File: config.mk
export PLATFORM = sky130hd
export DESIGN_NAME = mem_port_arbiter_flat
export DESIGN_NICKNAME = d
export VERILOG_FILES = /design/src/rtl/mem_port_arbiter_if.sv /design/src/rtl/mem_port_arbiter.sv /design/src/flat_wrapper.sv
export SDC_FILE = /design/constraint.sdc
export NUM_CORES = 1
export LEC_CHECK = 0
export BUFFER_PORTS_ARGS = -buffer_cell sky130_fd_sc_hd__buf_2
export CORE_MARGIN = 3
export CORE_UTILIZATION = 37
export CTS_CLUSTER_SIZE = 25
export DETAILED_ROUTE_END_ITERATION = 10
export HOLD_SLACK_MARGIN = 0.02
export PLACE_DENSITY = 0.64
export SYNTH_ARGS = -nofsm -noshare
export SYNTH_HDL_FRONTEND = slang
export SYNTH_SLANG_ARGS = --single-unit
File: constraint.sdc
create_clock -name clk -period 3.3 [get_ports clk]
set_input_delay 0.33 -clock clk [delete_from_list [all_inputs] [get_ports clk]]
set_output_delay 0.33 -clock clk [all_outputs]
set_load 0.05 [all_outputs]
File: src/rtl/mem_port_arbiter_if.sv
// Requester-side memory port: request/write/address/data in, ready/rvalid/rdata back.
interface mem_port_arbiter_if #(
  parameter int unsigned ADDR_W = 32,
  parameter int unsigned DATA_W = 32
) ();
  logic              req;
  logic              we;
  logic [ADDR_W-1:0] addr;
  logic [DATA_W-1:0] wdata;
  logic              ready;
  logic              rvalid;
  logic [DATA_W-1:0] rdata;

  // Requester (CPU or loader) side.
  modport master (
    output req, we, addr, wdata,
    input  ready, rvalid, rdata
  );

  // Arbiter side.
  modport slave (
    input  req, we, addr, wdata,
    output ready, rvalid, rdata
  );
endinterface

File: src/rtl/mem_port_arbiter.sv
// Two-port arbiter for the unified instruction/data memory. Port 0 is the CPU,
// port 1 the debug/program loader. One transaction at a time: latch, strobe,
// wait out the read latency, then pulse ready/rvalid on the granted port.
module mem_port_arbiter #(
  parameter int unsigned ADDR_W     = 32,
  parameter int unsigned DATA_W     = 32,
  parameter int unsigned RD_LAT     = 1,  // 1..7
  parameter int unsigned FIXED_PRIO = 0   // 0: round-robin, 1: port 1 wins ties
) (
  input  logic                clk,
  input  logic                reset,      // synchronous, active low
  mem_port_arbiter_if.slave   m0,
  mem_port_arbiter_if.slave   m1,
  output logic [ADDR_W-1:0]   mem_addr,
  output logic [DATA_W-1:0]   mem_wdata,
  output logic                mem_read,
  output logic                mem_write,
  input  logic [DATA_W-1:0]   mem_rdata,
  output logic                busy,
  output logic                grant_id
);

  typedef enum logic [1:0] {StIdle, StIssue, StWait, StResp} state_e;

  localparam logic [2:0] CntInit = 3'(RD_LAT - 1);

  state_e            state_q, state_d;
  logic [2:0]        cnt_q, cnt_d;
  logic              last_grant_q, last_grant_d;
  logic              grant_id_q, grant_id_d;
  logic              we_q, we_d;
  logic [ADDR_W-1:0] addr_q, addr_d;
  logic [DATA_W-1:0] wdata_q, wdata_d;
  logic [DATA_W-1:0] rdata0_q, rdata0_d;
  logic [DATA_W-1:0] rdata1_q, rdata1_d;
  logic              sel;
  logic              capture;

  // Next-state: arbitration, request latching, latency count, read-data capture.
  always_comb begin
    state_d      = state_q;
    cnt_d        = cnt_q;
    last_grant_d = last_grant_q;
    grant_id_d   = grant_id_q;
    we_d         = we_q;
    addr_d       = addr_q;
    wdata_d      = wdata_q;
    rdata0_d     = rdata0_q;
    rdata1_d     = rdata1_q;
    sel          = 1'b0;
    capture      = 1'b0;

    unique case (state_q)
      StIdle: begin
        if (m0.req || m1.req) begin
          if (m0.req && m1.req) begin
            sel = (FIXED_PRIO != 0) ? 1'b1 : ~last_grant_q;
          end else begin
            sel = m1.req;
          end
          grant_id_d = sel;
          we_d       = sel ? m1.we    : m0.we;
          addr_d     = sel ? m1.addr  : m0.addr;
          wdata_d    = sel ? m1.wdata : m0.wdata;
          state_d    = StIssue;
        end
      end
      StIssue: begin
        if (we_q) begin
          state_d = StResp;
        end else begin
          cnt_d = CntInit;
          if (RD_LAT == 1) begin
            capture = 1'b1;
            state_d = StResp;
          end else begin
            state_d = StWait;
          end
        end
      end
      StWait: begin
        // Counter hits zero on this decrement: data is valid now.
        if (cnt_q == 3'd1) begin
          cnt_d   = 3'd0;
          capture = 1'b1;
          state_d = StResp;
        end else begin
          cnt_d = cnt_q - 3'd1;
        end
      end
      StResp: begin
        last_grant_d = grant_id_q;
        state_d      = StIdle;
      end
    endcase

    if (capture) begin
      if (grant_id_q) begin
        rdata1_d = mem_rdata;
      end else begin
        rdata0_d = mem_rdata;
      end
    end
  end

  // State register with synchronous active-low reset; aborts any transaction.
  always_ff @(posedge clk) begin
    if (!reset) begin
      state_q      <= StIdle;
      cnt_q        <= 3'd0;
      last_grant_q <= 1'b1;  // port 0 wins the first round-robin tie
      grant_id_q   <= 1'b0;
      we_q         <= 1'b0;
      addr_q       <= '0;
      wdata_q      <= '0;
      rdata0_q     <= '0;
      rdata1_q     <= '0;
    end else begin
      state_q      <= state_d;
      cnt_q        <= cnt_d;
      last_grant_q <= last_grant_d;
      grant_id_q   <= grant_id_d;
      we_q         <= we_d;
      addr_q       <= addr_d;
      wdata_q      <= wdata_d;
      rdata0_q     <= rdata0_d;
      rdata1_q     <= rdata1_d;
    end
  end

  // Outputs decoded from state and the latched request.
  always_comb begin
    mem_addr  = addr_q;
    mem_wdata = wdata_q;
    mem_read  = (state_q == StIssue) && !we_q;
    mem_write = (state_q == StIssue) && we_q;
    busy      = (state_q != StIdle);
    grant_id  = grant_id_q;
  end

  assign m0.ready  = (state_q == StResp) && !grant_id_q;
  assign m0.rvalid = (state_q == StResp) && !grant_id_q && !we_q;
  assign m0.rdata  = rdata0_q;
  assign m1.ready  = (state_q == StResp) && grant_id_q;
  assign m1.rvalid = (state_q == StResp) && grant_id_q && !we_q;
  assign m1.rdata  = rdata1_q;

endmodule

File: src/flat_wrapper.sv
// flat-port wrapper written by rule: the top's interface ports become plain ports
module mem_port_arbiter_flat 
#(
  parameter int unsigned ADDR_W     = 32,
  parameter int unsigned DATA_W     = 32,
  parameter int unsigned RD_LAT     = 1,         
  parameter int unsigned FIXED_PRIO = 0                                         
)
  (clk, reset, mem_addr, mem_wdata, mem_read, mem_write, mem_rdata, busy, grant_id, m0_req, m0_we, m0_addr, m0_wdata, m0_ready, m0_rvalid, m0_rdata, m1_req, m1_we, m1_addr, m1_wdata, m1_ready, m1_rvalid, m1_rdata);
  mem_port_arbiter_if #(.ADDR_W(ADDR_W), .DATA_W(DATA_W)) m0_i ();
  mem_port_arbiter_if #(.ADDR_W(ADDR_W), .DATA_W(DATA_W)) m1_i ();
  input  logic clk;
  input  logic reset;
  output logic [ADDR_W-1:0] mem_addr;
  output logic [DATA_W-1:0] mem_wdata;
  output logic mem_read;
  output logic mem_write;
  input  logic [DATA_W-1:0] mem_rdata;
  output logic busy;
  output logic grant_id;
  input wire logic [$bits(m0_i.req)-1:0] m0_req;
  input wire logic [$bits(m0_i.we)-1:0] m0_we;
  input wire logic [$bits(m0_i.addr)-1:0] m0_addr;
  input wire logic [$bits(m0_i.wdata)-1:0] m0_wdata;
  output wire logic [$bits(m0_i.ready)-1:0] m0_ready;
  output wire logic [$bits(m0_i.rvalid)-1:0] m0_rvalid;
  output wire logic [$bits(m0_i.rdata)-1:0] m0_rdata;
  input wire logic [$bits(m1_i.req)-1:0] m1_req;
  input wire logic [$bits(m1_i.we)-1:0] m1_we;
  input wire logic [$bits(m1_i.addr)-1:0] m1_addr;
  input wire logic [$bits(m1_i.wdata)-1:0] m1_wdata;
  output wire logic [$bits(m1_i.ready)-1:0] m1_ready;
  output wire logic [$bits(m1_i.rvalid)-1:0] m1_rvalid;
  output wire logic [$bits(m1_i.rdata)-1:0] m1_rdata;
  assign m0_i.req = m0_req;
  assign m0_i.we = m0_we;
  assign m0_i.addr = m0_addr;
  assign m0_i.wdata = m0_wdata;
  assign m0_ready = m0_i.ready;
  assign m0_rvalid = m0_i.rvalid;
  assign m0_rdata = m0_i.rdata;
  assign m1_i.req = m1_req;
  assign m1_i.we = m1_we;
  assign m1_i.addr = m1_addr;
  assign m1_i.wdata = m1_wdata;
  assign m1_ready = m1_i.ready;
  assign m1_rvalid = m1_i.rvalid;
  assign m1_rdata = m1_i.rdata;
  mem_port_arbiter #(.ADDR_W(ADDR_W), .DATA_W(DATA_W), .RD_LAT(RD_LAT), .FIXED_PRIO(FIXED_PRIO)) u_core (.clk(clk), .reset(reset), .m0(m0_i), .m1(m1_i), .mem_addr(mem_addr), .mem_wdata(mem_wdata), .mem_read(mem_read), .mem_write(mem_write), .mem_rdata(mem_rdata), .busy(busy), .grant_id(grant_id));
endmodule
==> qor.yml <==
status: "completed"
dieArea_sq_um: 17900
placed_area_sq_um: 7580
synth.distinct_cells: 32
synthTopCellsByArea: "dfxtp_1 45%, mux2i_1 11%, o21ai_2 9.3%"
num_io_pins: 302
cap_viol_max_count: 0
synth_simple_gate_area_share_pct: 14.4
dp_hpwl_mm: 12.0
grt-ovfl-total: 0
die_y_microns: 134
row_count: 46
clock_sinks: 136
min_path_type: "input pin to register"
slowest_delay_ns: 0.63
syn_nets: 802
cts.repair.resized: 0
final_util_pct: 51.2
drtIter0Drc: 209
ant_nets: 0
synth_compound_area_share_pct: 21.3
grt_pass1_vias: 5155
clk_latency_ns: 0.41
powerDensity_nw_per_um2: 819
skew_ns: 0.00893
synth_cells: 630
drc: 0
antenna_found_initial: 0
fin_crit_sh_pct: 63.2
ys_seq_area_share_pct: 44.9
htree_levels: 4
layout-drive-gt1-share_pct: 49.1
synth.most_common_cell: "dfxtp_1"
synth-edff-count: 0
core_area_sq_um: 15900
syn_to_final_growth_pct: 34.7
crit_chain: "inv_1, ha_1, o211a_4, buf_4, nand3_2, o21ai_2"
placedCellCount: 1101
instances_no_fill: 1133
peakVddDrop_v: 0.000370
die_w_microns: 134
synthMuxAreaShare_pct: 11.1
grt_setup_unrepaired: "no"
synthTopCellsByCount: "136 x dfxtp_1, 70 x nand2_1, 67 x mux2i_1"
initial_core_util_pct: 38.0
criticalPathCategory: "register to register"
worstPathArrival_ns: 2.43
finalSetupViolations: 0
relSlewSlack_pct: 54.3
routed_via_density: 4.77
synth_top_area_share_pct: 44.9
cts_hold_buf: 0
hold_viol: 0
cp.required_ns: 3.65
vias: 5400
grt_max_degree: 113
setup_tns_ns: 0
syn-cell-area_sq_um: 6060
finalInstanceArea_sq_um: 8160
crit_fanout: 44
synth_fa_ha_area_share_pct: 1.24
tightest_slew_ns: 0.685
cts_buffers: 17
grt_usage_pct: 17.8
cts_setup_buffers: 0
cts-root-buf: "clkbuf_16"
synthXorXnorAreaFrac_pct: 0
wl_per_cell_microns: 14.4
routed_wl_mm: 16.4
maxSlewViolCount: 0
crit_slowest_cell: "o211a_4"
leakagePower_nw: 3.76
async_reset_ff_share_pct: 0
clkTransAtPathRegs_ns: 0.06
clk_path_buf_depth: 2
first_pass_iters: 4
yosysTopAreaCell: "dfxtp_1"
crit_path_start_kind: "register"
yosysWarnings: 0
ys.flop_type: "dfxtp_1"
grt_pass1_wl_mm: 25.8
final_nets: 1076
end_kind: "register"
synth_top_family_by_area: "compound AO/OA/AOI/OAI gates"
io_buffers: 301
fin_crit_ns: 2.08
avgSynthCellArea_sq_um: 9.61
cts_tree: "yes"
finalWeightedCongestion: 0.757
antenna_cells: 0
synth-seq-cells: 136
fmax_mhz: 480
placed cells by master, fill, tap and decap left out, types with 17 or more instances in the layout:
cell,netlist,routed
buf_2,13,300
a21oi_1,65,65
clkbuf_16,0,17
nand3_1,29,29
o21ai_2,64,64
dfxtp_1,136,136
mux2i_1,67,67
nand3_2,36,36
nand2_1,70,70
o21ai_0,66,66
flip-flops by register name, indices dropped and copies added (netlist names):
register             flops
u_core.cnt_q             3
u_core.grant_id          1
u_core.last_grant_q      1
u_core.m0.rdata         32
u_core.m1.rdata         32
u_core.mem_addr         32
u_core.mem_wdata        32
u_core.state_q           2
u_core.we_q              1
final timing paths:
path,start,to,slack (ns),depth (start not counted)
worst max-delay path,u_core.state_q[1],u_core.m0.rdata[7],1.22,6
worst min-delay path,mem_rdata[23],u_core.m1.rdata[23],0.14,3
worst max register to register,u_core.state_q[1],u_core.m0.rdata[7],1.22,6
worst min register to register,u_core.m0.rdata[1],u_core.m0.rdata[1],0.46,2
final cells by class:
type	instances	area [sq um]
well taps	216	270
clock inverters	14	139
clock buffers	18	439
fillers	1543	7780
inverters	9	33.8
repair buffers	312	1620
flip-flops and latches	136	2720
multi-input cells	428	2930
power by group:
group | leakage (nW) | internal, mW | switching (mW)
Clock | 0.276 | 1.07 | 0.767
Sequential | 1.11 | 1.99 | 0.166
Combinational | 2.37 | 0.649 | 2.04
per-layer routing:
metal	global-route usage (%)	share of wire [%]	vias to the layer above
li1	-	-	2784
met1	21.8	43	2406
met2	28.8	47	197
met3	7.76	9.6	13
met4	4.57	0.94	0
met5	0	0	-
worst max-delay path, delay by kind of cell, from the launching register on:
family                   cells  cell delay (ns)
AND/OR/NAND/NOR              1             0.10
buffers and inverters        2             0.44
flip-flops                   1             0.39
adder cells (fa/ha/maj)      1             0.37
AO/OA/AOI/OAI                2             0.71
stage by stage:
step	hold WS (ns)	total power [mW]	worst slack, ns
6_report	0.142	6.68	1.22
5_1_grt	0.136	7.03	1.08
4_1_cts	0.117	6.77	1.20
3_5_place_dp	0.445	4.89	1.21
3_3_place_gp	0.445	4.87	1.28
2_1_floorplan	0.441	4.31	0.871
cells by family after synthesis:
| family | after synthesis |
|---|---|
| AOI/OAI and AO/OA | 203 |
| adders and majority gates | 6 |
| buffers and inverters | 66 |
| DFF | 136 |
| muxes | 67 |
| and+or+nand+nor | 152 |
Power figures use the tool's default switching activity.
